==> config.mk <==
export PLATFORM = sky130hd
export DESIGN_NAME = serv_mtimer_flat
export DESIGN_NICKNAME = d
export VERILOG_FILES = /design/src/rtl/serv_mtimer_if.sv /design/src/rtl/serv_mtimer.sv /design/src/flat_wrapper.sv
export SDC_FILE = /design/constraint.sdc
export NUM_CORES = 1
export LEC_CHECK = 0
export CAP_MARGIN = 20
export CORE_MARGIN = 2
export CORE_UTILIZATION = 54
export DETAILED_ROUTE_END_ITERATION = 16
export PLACE_DENSITY = 0.88
export SYNTH_ARGS = -nofsm -noshare
export SYNTH_HDL_FRONTEND = slang
export SYNTH_SLANG_ARGS = --single-unit
export TNS_END_PERCENT = 100
==> constraint.sdc <==
create_clock -name i_clk -period 2.35 [get_ports i_clk]
set_clock_uncertainty 0.2 [all_clocks]
set_input_delay 0.47 -clock i_clk [delete_from_list [all_inputs] [get_ports i_clk]]
set_output_delay 0.47 -clock i_clk [all_outputs]
set_load 0.02 [all_outputs]
==> src/rtl/serv_mtimer_if.sv <==
// Wishbone slave bus for the machine timer: 32-bit data, 2-bit word index.
// Carries no logic. Valid/strobe from the master, single-cycle ack from the slave.
// Backpressure: the master holds strobe until it sees ack.
interface serv_mtimer_if;
    logic [1:0]  i_wb_adr;
    logic [31:0] i_wb_dat;
    logic [3:0]  i_wb_sel;
    logic        i_wb_we;
    logic        i_wb_cyc;
    logic        i_wb_stb;
    logic [31:0] o_wb_rdt;
    logic        o_wb_ack;

    modport slave (
        input  i_wb_adr, i_wb_dat, i_wb_sel, i_wb_we, i_wb_cyc, i_wb_stb,
        output o_wb_rdt, o_wb_ack
    );

    modport master (
        output i_wb_adr, i_wb_dat, i_wb_sel, i_wb_we, i_wb_cyc, i_wb_stb,
        input  o_wb_rdt, o_wb_ack
    );
endinterface

==> src/rtl/serv_mtimer.sv <==
// Machine timer: 64-bit mtime/mtimecmp behind Wishbone, level interrupt while mtime >= mtimecmp.
// Latency: writes commit at the acceptance edge; ack and read data follow 1 cycle later; mtip is registered.
// Backpressure: one access per two cycles on a held strobe; never stalls beyond the single ack cycle.
module serv_mtimer #(
    parameter int unsigned PRESCALE  = 1,
    parameter logic [63:0] CMP_RESET = 64'hFFFF_FFFF_FFFF_FFFF
) (
    input  logic          i_clk,
    input  logic          i_rst_n,
    input  logic          i_cnt_en,
    serv_mtimer_if.slave  wb,
    output logic          o_mtip
);
    localparam logic [15:0] PS_MAX = 16'(PRESCALE - 1);

    logic [15:0] ps_q, ps_d;
    logic [63:0] mtime_q, mtime_d;
    logic [63:0] mtimecmp_q, mtimecmp_d;
    logic [31:0] snap_q, snap_d;
    logic [31:0] rdt_q, rdt_d;
    logic        ack_q, ack_d;
    logic        mtip_q, mtip_d;
    logic        tick, accept, wr, rd;
    logic [31:0] wmask;

    function automatic logic [31:0] merge(input logic [31:0] old,
                                          input logic [31:0] dat,
                                          input logic [31:0] mask);
        return (old & ~mask) | (dat & mask);
    endfunction

    assign accept = wb.i_wb_cyc & wb.i_wb_stb & ~ack_q;
    assign wr     = accept & wb.i_wb_we;
    assign rd     = accept & ~wb.i_wb_we;
    assign tick   = i_cnt_en & (ps_q == PS_MAX);
    assign wmask  = {{8{wb.i_wb_sel[3]}}, {8{wb.i_wb_sel[2]}},
                     {8{wb.i_wb_sel[1]}}, {8{wb.i_wb_sel[0]}}};

    always_comb begin
        ps_d       = ps_q;
        mtime_d    = tick ? mtime_q + 64'd1 : mtime_q;
        mtimecmp_d = mtimecmp_q;
        snap_d     = snap_q;
        rdt_d      = rdt_q;
        ack_d      = accept;
        mtip_d     = (mtime_q >= mtimecmp_q);

        if (i_cnt_en) begin
            ps_d = tick ? 16'd0 : ps_q + 16'd1;
        end

        // A bus write to either mtime half replaces the whole next value, so a coincident tick is lost.
        if (wr) begin
            case (wb.i_wb_adr)
                2'd0: mtime_d = {mtime_q[63:32], merge(mtime_q[31:0], wb.i_wb_dat, wmask)};
                2'd1: mtime_d = {merge(mtime_q[63:32], wb.i_wb_dat, wmask), mtime_q[31:0]};
                2'd2: mtimecmp_d = {mtimecmp_q[63:32], merge(mtimecmp_q[31:0], wb.i_wb_dat, wmask)};
                2'd3: mtimecmp_d = {merge(mtimecmp_q[63:32], wb.i_wb_dat, wmask), mtimecmp_q[31:0]};
                default: ;
            endcase
        end

        if (rd) begin
            case (wb.i_wb_adr)
                2'd0: begin
                    rdt_d  = mtime_q[31:0];
                    snap_d = mtime_q[63:32];
                end
                2'd1:    rdt_d = snap_q;
                2'd2:    rdt_d = mtimecmp_q[31:0];
                2'd3:    rdt_d = mtimecmp_q[63:32];
                default: ;
            endcase
        end
    end

    always_ff @(posedge i_clk or negedge i_rst_n) begin
        if (!i_rst_n) begin
            ps_q       <= '0;
            mtime_q    <= '0;
            mtimecmp_q <= CMP_RESET;
            snap_q     <= '0;
            rdt_q      <= '0;
            ack_q      <= 1'b0;
            mtip_q     <= 1'b0;
        end else begin
            ps_q       <= ps_d;
            mtime_q    <= mtime_d;
            mtimecmp_q <= mtimecmp_d;
            snap_q     <= snap_d;
            rdt_q      <= rdt_d;
            ack_q      <= ack_d;
            mtip_q     <= mtip_d;
        end
    end

    assign wb.o_wb_rdt = rdt_q;
    assign wb.o_wb_ack = ack_q;
    assign o_mtip      = mtip_q;
endmodule
==> src/flat_wrapper.sv <==
// flat-port wrapper written by rule: the top's interface ports become plain ports
module serv_mtimer_flat 
#(
    parameter int unsigned PRESCALE  = 1,
    parameter logic [63:0] CMP_RESET = 64'hFFFF_FFFF_FFFF_FFFF
)
  (i_clk, i_rst_n, i_cnt_en, o_mtip, wb_i_wb_adr, wb_i_wb_dat, wb_i_wb_sel, wb_i_wb_we, wb_i_wb_cyc, wb_i_wb_stb, wb_o_wb_rdt, wb_o_wb_ack);
  serv_mtimer_if wb_i ();
  input  logic i_clk;
  input  logic i_rst_n;
  input  logic i_cnt_en;
  output logic o_mtip;
  input wire logic [$bits(wb_i.i_wb_adr)-1:0] wb_i_wb_adr;
  input wire logic [$bits(wb_i.i_wb_dat)-1:0] wb_i_wb_dat;
  input wire logic [$bits(wb_i.i_wb_sel)-1:0] wb_i_wb_sel;
  input wire logic [$bits(wb_i.i_wb_we)-1:0] wb_i_wb_we;
  input wire logic [$bits(wb_i.i_wb_cyc)-1:0] wb_i_wb_cyc;
  input wire logic [$bits(wb_i.i_wb_stb)-1:0] wb_i_wb_stb;
  output wire logic [$bits(wb_i.o_wb_rdt)-1:0] wb_o_wb_rdt;
  output wire logic [$bits(wb_i.o_wb_ack)-1:0] wb_o_wb_ack;
  assign wb_i.i_wb_adr = wb_i_wb_adr;
  assign wb_i.i_wb_dat = wb_i_wb_dat;
  assign wb_i.i_wb_sel = wb_i_wb_sel;
  assign wb_i.i_wb_we = wb_i_wb_we;
  assign wb_i.i_wb_cyc = wb_i_wb_cyc;
  assign wb_i.i_wb_stb = wb_i_wb_stb;
  assign wb_o_wb_rdt = wb_i.o_wb_rdt;
  assign wb_o_wb_ack = wb_i.o_wb_ack;
  serv_mtimer #(.PRESCALE(PRESCALE), .CMP_RESET(CMP_RESET)) u_core (.i_clk(i_clk), .i_rst_n(i_rst_n), .i_cnt_en(i_cnt_en), .wb(wb_i), .o_mtip(o_mtip));
endmodule
== Word-level counts from Yosys, hierarchy flattened ==
Index checks and enable logic that the tools add are counted.

* Register bits after elaboration: 210
* Logic and storage cells: 47

* Add/subtract/negate cells: 2
* $lt $le $gt $ge: 1
* Equality and inequality tests: 5
* Multiplexer cells: 6
* Bitwise logic cells: 19
* Reduce and logical (&&, ||, !) cells: 5

{| class="wikitable"
|+ Operators with widths
! operator !! count
|-
| one-hot mux 64 bit (2 select lines) || 2
|-
| bitwise AND 32 bit || 5
|-
| 2-to-1 mux 64 bit || 2
|-
| bitwise OR 32 bit || 4
|-
| one-hot mux 32 bit (4 select lines) || 1
|-
| adder 64 x 1 -> 64 bit, second input constant || 1
|-
| greater-or-equal comparator 64 bit || 1
|-
| inverter 32 bit || 1
|-
| adder 16 x 1 -> 16 bit, second input constant || 1
|-
| zero test 16 bit || 1
|-
| 2-to-1 mux 16 bit || 1
|-
| AND reduction 3 bit || 2
|-
| bitwise AND 1 bit || 5
|-
| == test 2 bit, second input constant || 2
|-
| inequality test 2 bit, second input constant || 2
|-
| inverter 1 bit || 4
|-
| == test 2 x 1 -> 1 bit, second input constant || 1
|-
| zero test 2 bit || 1
|-
| AND reduction 2 bit || 1
|}

== Longest topological paths before layout ==
Gate-level depths: netlist of run 1.

* Depth after elaboration: 5
* Mapped depth: 10
* Mapped depth without buffers: 8

== Least setup slack after synthesis of run 1 ==
Ideal clock, no wire load.

* Path type: input to register
* Start: input i_cnt_en
* End: register u_core.mtime_q[63]
* Library setup time: 0.082 ns
* Data arrival time: 2.263 ns
* Path slack: -0.194 ns
* Stages: 8
* Path through: buf_2 -> nor4b_2 -> and3_1 -> buf_2 -> nand3_1 -> or3_1 -> or4_1 -> a31oi_1

* Longest elaborated chain between the ends: 4

{| class="wikitable"
|+ RTL lines
! item !! RTL line !! text
|-
| start: declaration || flat_wrapper.sv:11 || <nowiki>input logic i_cnt_en;</nowiki>
|-
| bitwise AND 1 bit * || serv_mtimer.sv:35 || <nowiki>assign tick = i_cnt_en & (ps_q == PS_MAX);</nowiki>
|-
| 2-to-1 mux 64 bit * || serv_mtimer.sv:41 || <nowiki>mtime_d = tick ? mtime_q + 64'd1 : mtime_q;</nowiki>
|-
| one-hot mux 64 bit (2 select lines) || serv_mtimer.sv:54 || <nowiki>case (wb.i_wb_adr)</nowiki>
|-
| 2-to-1 mux 64 bit * || serv_mtimer.sv:53 || <nowiki>if (wr) begin</nowiki>
|-
| end signal: assignment || serv_mtimer.sv:88 || <nowiki>mtime_q <= mtime_d;</nowiki>
|-
| end: declaration || serv_mtimer.sv:17 || <nowiki>logic [63:0] mtime_q, mtime_d;</nowiki>
|}

Mark *: on every way between the ends. The rest lies on a longest branch, timed or not.
A chain may end at the register's enable or synchronous reset.

== Worst setup path in the final report of run 1 ==
* Start: register u_core.mtimecmp_q[60]
* End: register u_core.mtip_q, in the netlist u_core.o_mtip

* Longest elaborated chain between the ends: 1

{| class="wikitable"
|+ RTL lines
! item !! RTL line !! text
|-
| start: declaration || serv_mtimer.sv:18 || <nowiki>logic [63:0] mtimecmp_q, mtimecmp_d;</nowiki>
|-
| start signal: assignment || serv_mtimer.sv:89 || <nowiki>mtimecmp_q <= mtimecmp_d;</nowiki>
|-
| greater-or-equal comparator 64 bit || serv_mtimer.sv:46 || <nowiki>mtip_d = (mtime_q >= mtimecmp_q);</nowiki>
|-
| via u_core.mtip_d || serv_mtimer.sv:22 || <nowiki>logic mtip_q, mtip_d;</nowiki>
|-
| end signal: assignment || serv_mtimer.sv:93 || <nowiki>mtip_q <= mtip_d;</nowiki>
|-
| end: declaration || serv_mtimer.sv:22 ||
|}

The timed path passes the listed nets, and every way through them passes these cells.

==> flow_metrics.env, run 1 <==
export IMPL_outcome="complete, but fails checks"
export IMPL_violations="negative setup slack"
export IMPL_critical_path_top_delay_family="simple AND/OR/NAND/NOR gates"
export IMPL_die_x_um=155
export IMPL_die_area_um2=23900
export IMPL_synth_simple_area_share_pct=16.2
export IMPL_worstSetupStartpointType="flip-flop"
export IMPL_regArea_um2=5340
export IMPL_drtIter0Drc=1556
export IMPL_start_util_pct=54.5
export IMPL_place_congestion=0.990
export IMPL_crit_fanout=2
export IMPL_fmax_ghz=0.380
export IMPL_max_stage_delay_ns=0.54
export IMPL_reg2reg_slack_ns=-0.28
export IMPL_cts_max_level=1
export IMPL_chipHeight_um=155
export IMPL_required_ns=2.59
export IMPL_leakage_nw=7.64
export IMPL_antenna_found_initial=0
export IMPL_root_buffer="clkbuf_16"
export IMPL_synth_mux_area_fraction_pct=17.9
export IMPL_drc_errors=0
export IMPL_synth_compound_area_share_pct=10.6
export IMPL_hold_path_class="in2async"
export IMPL_first_pass_iters=8
export IMPL_row_count=55
export IMPL_vias=12246
export IMPL_yosysSeqAreaShare_pct=43.5
export IMPL_design_core_area_um2=22500
export IMPL_finalNetCount=1612
export IMPL_synth_edf_count=0
export IMPL_crit_type="reg2reg"
export IMPL_avgSynthCellArea_um2=10.7
export IMPL_n_antenna_cell=0
export IMPL_drive_gt1_share_pct=45.2
export IMPL_vdd_drop_max_mv=0.842
export IMPL_finalPower_mw=15.1
export IMPL_ioPinCount=78
export IMPL_async_flop_share_pct=100
export IMPL_setup_viol=40
export IMPL_wl_per_cell_um=24.8
export IMPL_grt_pass1_wl_um=64300
export IMPL_synth_top_area_share_pct=29.8
export IMPL_path_cells="inv_1, ha_1, nand4_1, buf_4, nor4_1, nand2_1, buf_4, nor2_1, o311ai_2, nand2_1"
export IMPL_synthAdderAreaFrac_pct=6.83
export IMPL_report_final_slew_viol_count=0
export IMPL_grt_pass1_vias=11800
export IMPL_synthXorXnorAreaFrac_pct=1.21
export IMPL_port_buffers=77
export IMPL_period_minus_slack_ns=2.63
export IMPL_dp_cells=1721
export IMPL_synth_top_family_by_area="multiplexers"
export IMPL_end_kind="flip-flop"
export IMPL_track_usage_pct=34.3
export IMPL_yosys_top_cells_area="dfrtp_1 30%, dfstp_2 14%, mux2_2 12%"
export IMPL_viasPerCell=6.79
export IMPL_fin_crit_sh_pct=112
export IMPL_stdcell_count=1804
export IMPL_grt_max_degree=53
export IMPL_cts_clk_slew_worst_paths_ns=0.06
export IMPL_synthTopCellsByCount="146 x dfrtp_1, 127 x mux2_2, 87 x nand2_1"
export IMPL_maxCapViolCount=0
export IMPL_crit_buf_inv=3
export IMPL_synthCells=1150
export IMPL_ys_types=70
export IMPL_wl_um=44800
export IMPL_numCtsBuffers=24
export IMPL_fin_ws_ns=-0.279
export IMPL_final_hold_viol_count=0
export IMPL_syn_nets=1261
export IMPL_reg2regPathDepth=10
export IMPL_cp_arrival_ns=2.87
export IMPL_clock_sinks=210
export IMPL_cts_tree="built"
export IMPL_relSlewSlack_pct=65.7
export IMPL_nFillCells=1204
export IMPL_rsz0062_at_grt="true"
export IMPL_clk_path_buf_depth=3
export IMPL_grt_overflow=0
export IMPL_critical_path_depth=10
export IMPL_synth_flop_cell="dfrtp_1"
export IMPL_cpMaxStageDelayCell="dfstp_2"
export IMPL_synth_seq_cells=210
export IMPL_insertion_delay_ns=0.55
export IMPL_yosysWarnings=0
export IMPL_netlist_area_um2=12300
export IMPL_synth_most_common_cell="dfrtp_1"
export IMPL_yosys_area_top_type="dfrtp_1"
export IMPL_power_density_nw_per_um2=869
export IMPL_worst_pin_slew_ns=0.511
export IMPL_synthToLayoutAreaGrowth_pct=41.5
export IMPL_antenna_left=0
export IMPL_place_hpwl_um=29800
export IMPL_multi_input_area_um2=7350
==> layer usage <==
layer  GRT usage [%]  vias to the layer above  share of wire [%]
li1                -                     5006                  -
met3            6.50                      307                 10
met2            57.0                     1010                 47
met4            15.3                        0                7.3
met1            44.0                     5923                 36
met5               0                        -                  0
==> state kept, by name, summed over array words and instances, names as in the netlist <==
| signal | cells |
|---|---|
| u_core.o_mtip | 1 |
| u_core.ps_q | 16 |
| u_core.wb.o_wb_rdt | 32 |
| u_core.snap_q | 32 |
| u_core.wb.o_wb_ack | 1 |
| u_core.mtime_q | 64 |
| u_core.mtimecmp_q | 64 |
==> layout by cell type, fill, tap and decap left out, drive strengths merged, types with 11 or more instances in the layout <==
| cell type | count |
|---|---|
| nand2 | 87 |
| clkdlybuf4s50 | 74 |
| nor3 | 40 |
| dfstp | 64 |
| or3 | 11 |
| and4 | 13 |
| a21oi | 51 |
| ha | 67 |
| o21ai | 33 |
| xnor2 | 13 |
| a21o | 13 |
| inv | 83 |
| mux4 | 32 |
| clkbuf | 39 |
| nand3 | 51 |
| a211oi | 20 |
| buf | 285 |
| dfrtp | 146 |
| nand4 | 34 |
| nor4 | 17 |
| and3 | 19 |
| mux2 | 127 |
| nor2 | 78 |
==> power breakdown <==
part / switching [mW] / internal, mW
logic: 2.96 / 2.96
clock network: 1.57 / 2.17
registers: 0.772 / 4.66
total: 5.30 / 9.79
==> path summary, 6_finish.rpt <==
path | startpoint | end
setup / recovery | u_core.mtimecmp_q[60]$_DFFE_PN1P_ | u_core.o_mtip$_DFF_PN0_
hold reg to reg | u_core.snap_q[0]$_DFFE_PN0P_ | u_core.snap_q[0]$_DFFE_PN0P_
max in group asynchronous | i_rst_n | u_core.mtimecmp_q[5]$_DFFE_PN1P_
min in group i_clk | u_core.snap_q[0]$_DFFE_PN0P_ | u_core.snap_q[0]$_DFFE_PN0P_
setup reg to reg | u_core.mtimecmp_q[60]$_DFFE_PN1P_ | u_core.o_mtip$_DFF_PN0_
hold / removal | i_rst_n | u_core.wb.o_wb_rdt[23]$_DFFE_PN0P_
==> cell type report <==
| type | count | share of cell area [%] |
|---|---|---|
| clock buffer | 38 | 4.29 |
| inverter | 82 | 1.77 |
| sequential | 210 | 30.8 |
| multi-input combinational | 822 | 42.4 |
| clock inverter | 6 | 0.209 |
| timing repair buffer | 361 | 18.5 |
| tap | 285 | 2.05 |
==> what timing repair did <==
item,in CTS,in global routing
setup buffers,20,22
pin swaps,46,53
cloned,0,0
setup endpoints to repair,38,61
hold buffers,1,0
endpoints found under the hold margin,30,0
resized for setup,88,115
==> through the flow <==
stage	worst slack (ns)	setup TNS [ns]	hold WS, ns	instance area [um2]	util, %
global placement	-0.438	-34.36	0.257	15300	67.9
floorplan	-0.0308	-0.0308	-0.0256	12300	-
global route	-0.380	-8.17	0.311	17400	77.1
finish	-0.279	-4.16	0.278	17400	77.1
detailed placement	-0.553	-43.82	0.270	15300	67.9
CTS	-0.142	-0.886	0.295	16700	74.0
==> logic make-up (layout without fill, tap and decap cells) <==
family,count (synthesis),count (layout)
flip-flops,210,210
AND/OR/NAND/NOR,381,381
multiplexers,163,163
AO/OA/AOI/OAI,194,194
XOR/XNOR,17,17
buffers and inverters,118,487
adder cells (fa/ha/maj),67,67
No activity file was read; power rests on OpenSTA's default activity.
==> run 2, diff against run 1 <==
CORE_UTILIZATION = 61   (was 54)
CTS_CLUSTER_SIZE = 24   (was not set)
PLACE_DENSITY = 0.93   (was 0.88)
clock period = 3.3 ns   (was 2.35 ns; I/O delays follow)
==> run 2 against run 1 <==
- the run now ends clean
- sequential power shrank 26%
- worst hold slack worse by 0.27 ns
- die area decreased by 11%
- clock power shrank 29%
- global-route usage increased by 0.50 points
- utilization decreased by 3.2 points
==> flow_metrics.env, run 2 (synthesized netlist as in run 1, its figures left out) <==
export IMPL_place_hpwl_um=26900
export IMPL_reg2regPathDepth=9
export IMPL_antenna_found_initial=0
export IMPL_crit_fanout=3
export IMPL_worstSetupStartpointType="flip-flop"
export IMPL_clk_path_buf_depth=3
export IMPL_reg2reg_slack_ns=0.12
export IMPL_reg2reg_to="u_core.o_mtip$_DFF_PN0_"
export IMPL_maxCapViolCount=0
export IMPL_crit_type="reg2reg"
export IMPL_insertion_delay_ns=0.51
export IMPL_fin_setup_tns_ns=0
export IMPL_relSlewSlack_pct=38.1
export IMPL_end_kind="flip-flop"
export IMPL_ioPinCount=78
export IMPL_outcome="completed"
export IMPL_fmax_ghz=0.314
export IMPL_nFillCells=1294
export IMPL_layout_common_cells="146 x dfrtp_1, 127 x mux2_2, 87 x nand2_1"
export IMPL_cts_hold_fix_buffers=0
export IMPL_reg2reg_from="u_core.mtimecmp_q[59]$_DFFE_PN1P_"
export IMPL_post_cts_setup_buffers=0
export IMPL_port_buffers=77
export IMPL_clock_sinks=210
export IMPL_antenna_left=0
export IMPL_grt_overflow=0
export IMPL_required_ns=3.47
export IMPL_cts_max_level=1
export IMPL_rsz0062_at_grt="false"
export IMPL_synthToLayoutAreaGrowth_pct=18.1
export IMPL_final_common_cell="dfrtp_1"
export IMPL_wl_per_cell_um=23.6
export IMPL_start_util_pct=62.6
export IMPL_grt_pass1_vias=10813
export IMPL_die_x_um=146
export IMPL_track_usage_pct=34.8
export IMPL_row_count=51
export IMPL_leakage_nw=6.13
export IMPL_setup_viol=0
export IMPL_final_hold_viol_count=0
export IMPL_worst_pin_slew_ns=0.904
export IMPL_grt_pass1_wl_um=58800
export IMPL_die_area_um2=21300
export IMPL_wl_um=36800
export IMPL_place_congestion=0.992
export IMPL_cts_clk_slew_worst_paths_ns=0.06
export IMPL_hold_path_class="in2async"
export IMPL_first_pass_iters=6
export IMPL_cts_tree="built"
export IMPL_cp_arrival_ns=3.36
export IMPL_design_core_area_um2=19600
export IMPL_final_util_pct=73.9
export IMPL_n_antenna_cell=0
export IMPL_finalNetCount=1388
export IMPL_fin_crit_sh_pct=96.4
export IMPL_drtIter0Drc=1286
export IMPL_grt_max_degree=80
export IMPL_vdd_drop_max_mv=0.554
export IMPL_numCtsBuffers=23
export IMPL_drc_errors=0
export IMPL_viasPerCell=6.84
export IMPL_drive_gt1_share_pct=26.9
export IMPL_chipHeight_um=146
export IMPL_cts_repair_resized=0
export IMPL_power_density_nw_per_um2=659
export IMPL_report_final_slew_viol_count=0
export IMPL_period_minus_slack_ns=3.18
export IMPL_largestRegisters="u_core.mtime_q: 64 flops, u_core.mtimecmp_q: 64 flops"
export IMPL_vias=10656
export IMPL_root_buffer="clkbuf_16"
## run 2: changes by cell type in the layout (fill, tap and decap cells not counted), moves of 12 or more
| cell | previous run | this run |
|---|---|---|
| buf_4 | 237 | 58 |
| buf_6 | 29 | 0 |
| nor3_1 | 15 | 35 |
| o21ai_0 | 18 | 32 |
| buf_12 | 16 | 3 |
| nand3_1 | 37 | 49 |
## run 2: stage by stage
step	cell area [um2]	power [mW]	setup WS (ns)	hold WS, ns	cells
floorplan	12300	5.64	0.566	0.164	1150
global placement	13700	6.64	0.0617	0.260	1517
detailed placement	13700	6.82	0.0496	0.283	1517
CTS	14500	9.48	0.258	0.0372	1557
global route	14500	10.0	0.0126	0.0590	1557
finish	14500	9.54	0.117	0.00450	1557
## run 2: where the power goes
group          switching, mW  internal [mW]  total (mW)  leakage [nW]
logic                   1.45           1.43        2.88          3.26
registers              0.711           3.31        4.02          2.48
clock network           1.05           1.59        2.64         0.381
## run 2: worst max path at each step
stage | slack (ns) | endpoint | cells after the start | from
final | 0.12 | u_core.o_mtip$_DFF_PN0_ | 9 | u_core.mtimecmp_q[59]$_DFFE_PN1P_
after floorplan | 0.57 | u_core.mtime_q[63]$_DFFE_PN0P_ | 8 | i_cnt_en
after CTS | 0.26 | u_core.o_mtip$_DFF_PN0_ | 9 | u_core.mtimecmp_q[59]$_DFFE_PN1P_
after detailed placement | 0.05 | u_core.mtime_q[62]$_DFFE_PN0P_ | 7 | i_cnt_en
after global routing | 0.01 | u_core.o_mtip$_DFF_PN0_ | 9 | u_core.mtimecmp_q[59]$_DFFE_PN1P_
after global placement | 0.06 | u_core.mtime_q[62]$_DFFE_PN0P_ | 7 | i_cnt_en
## run 2: layout make-up
cell class | count | area (um2) | share of cell area [%]
Inverter | 82 | 308 | 2.13
Clock buffer | 33 | 683 | 4.72
Multi-Input combinational cell | 822 | 6480 | 44.7
Sequential cell | 210 | 5340 | 36.8
Tap cell | 265 | 332 | 2.29
Clock inverter | 7 | 87.6 | 0.605
Timing Repair Buffer | 138 | 1260 | 8.70
## run 2: routing by layer
layer / wire [um] / track usage, %
met1: 14100 / 46.1
met3: 3770 / 7.12
met4: 1650 / 13.5
met5: 0 / 0
met2: 17300 / 56.8
## run 2: critical path, cell delays in order (launching register included)
cell,delay [ns]
dfstp_2,0.54
inv_1,0.05
ha_1,0.31
a21o_1,0.18
a21o_1,0.18
a2111oi_0,0.82
buf_4,0.24
o221ai_1,0.10
a21oi_1,0.31
nand2_1,0.12
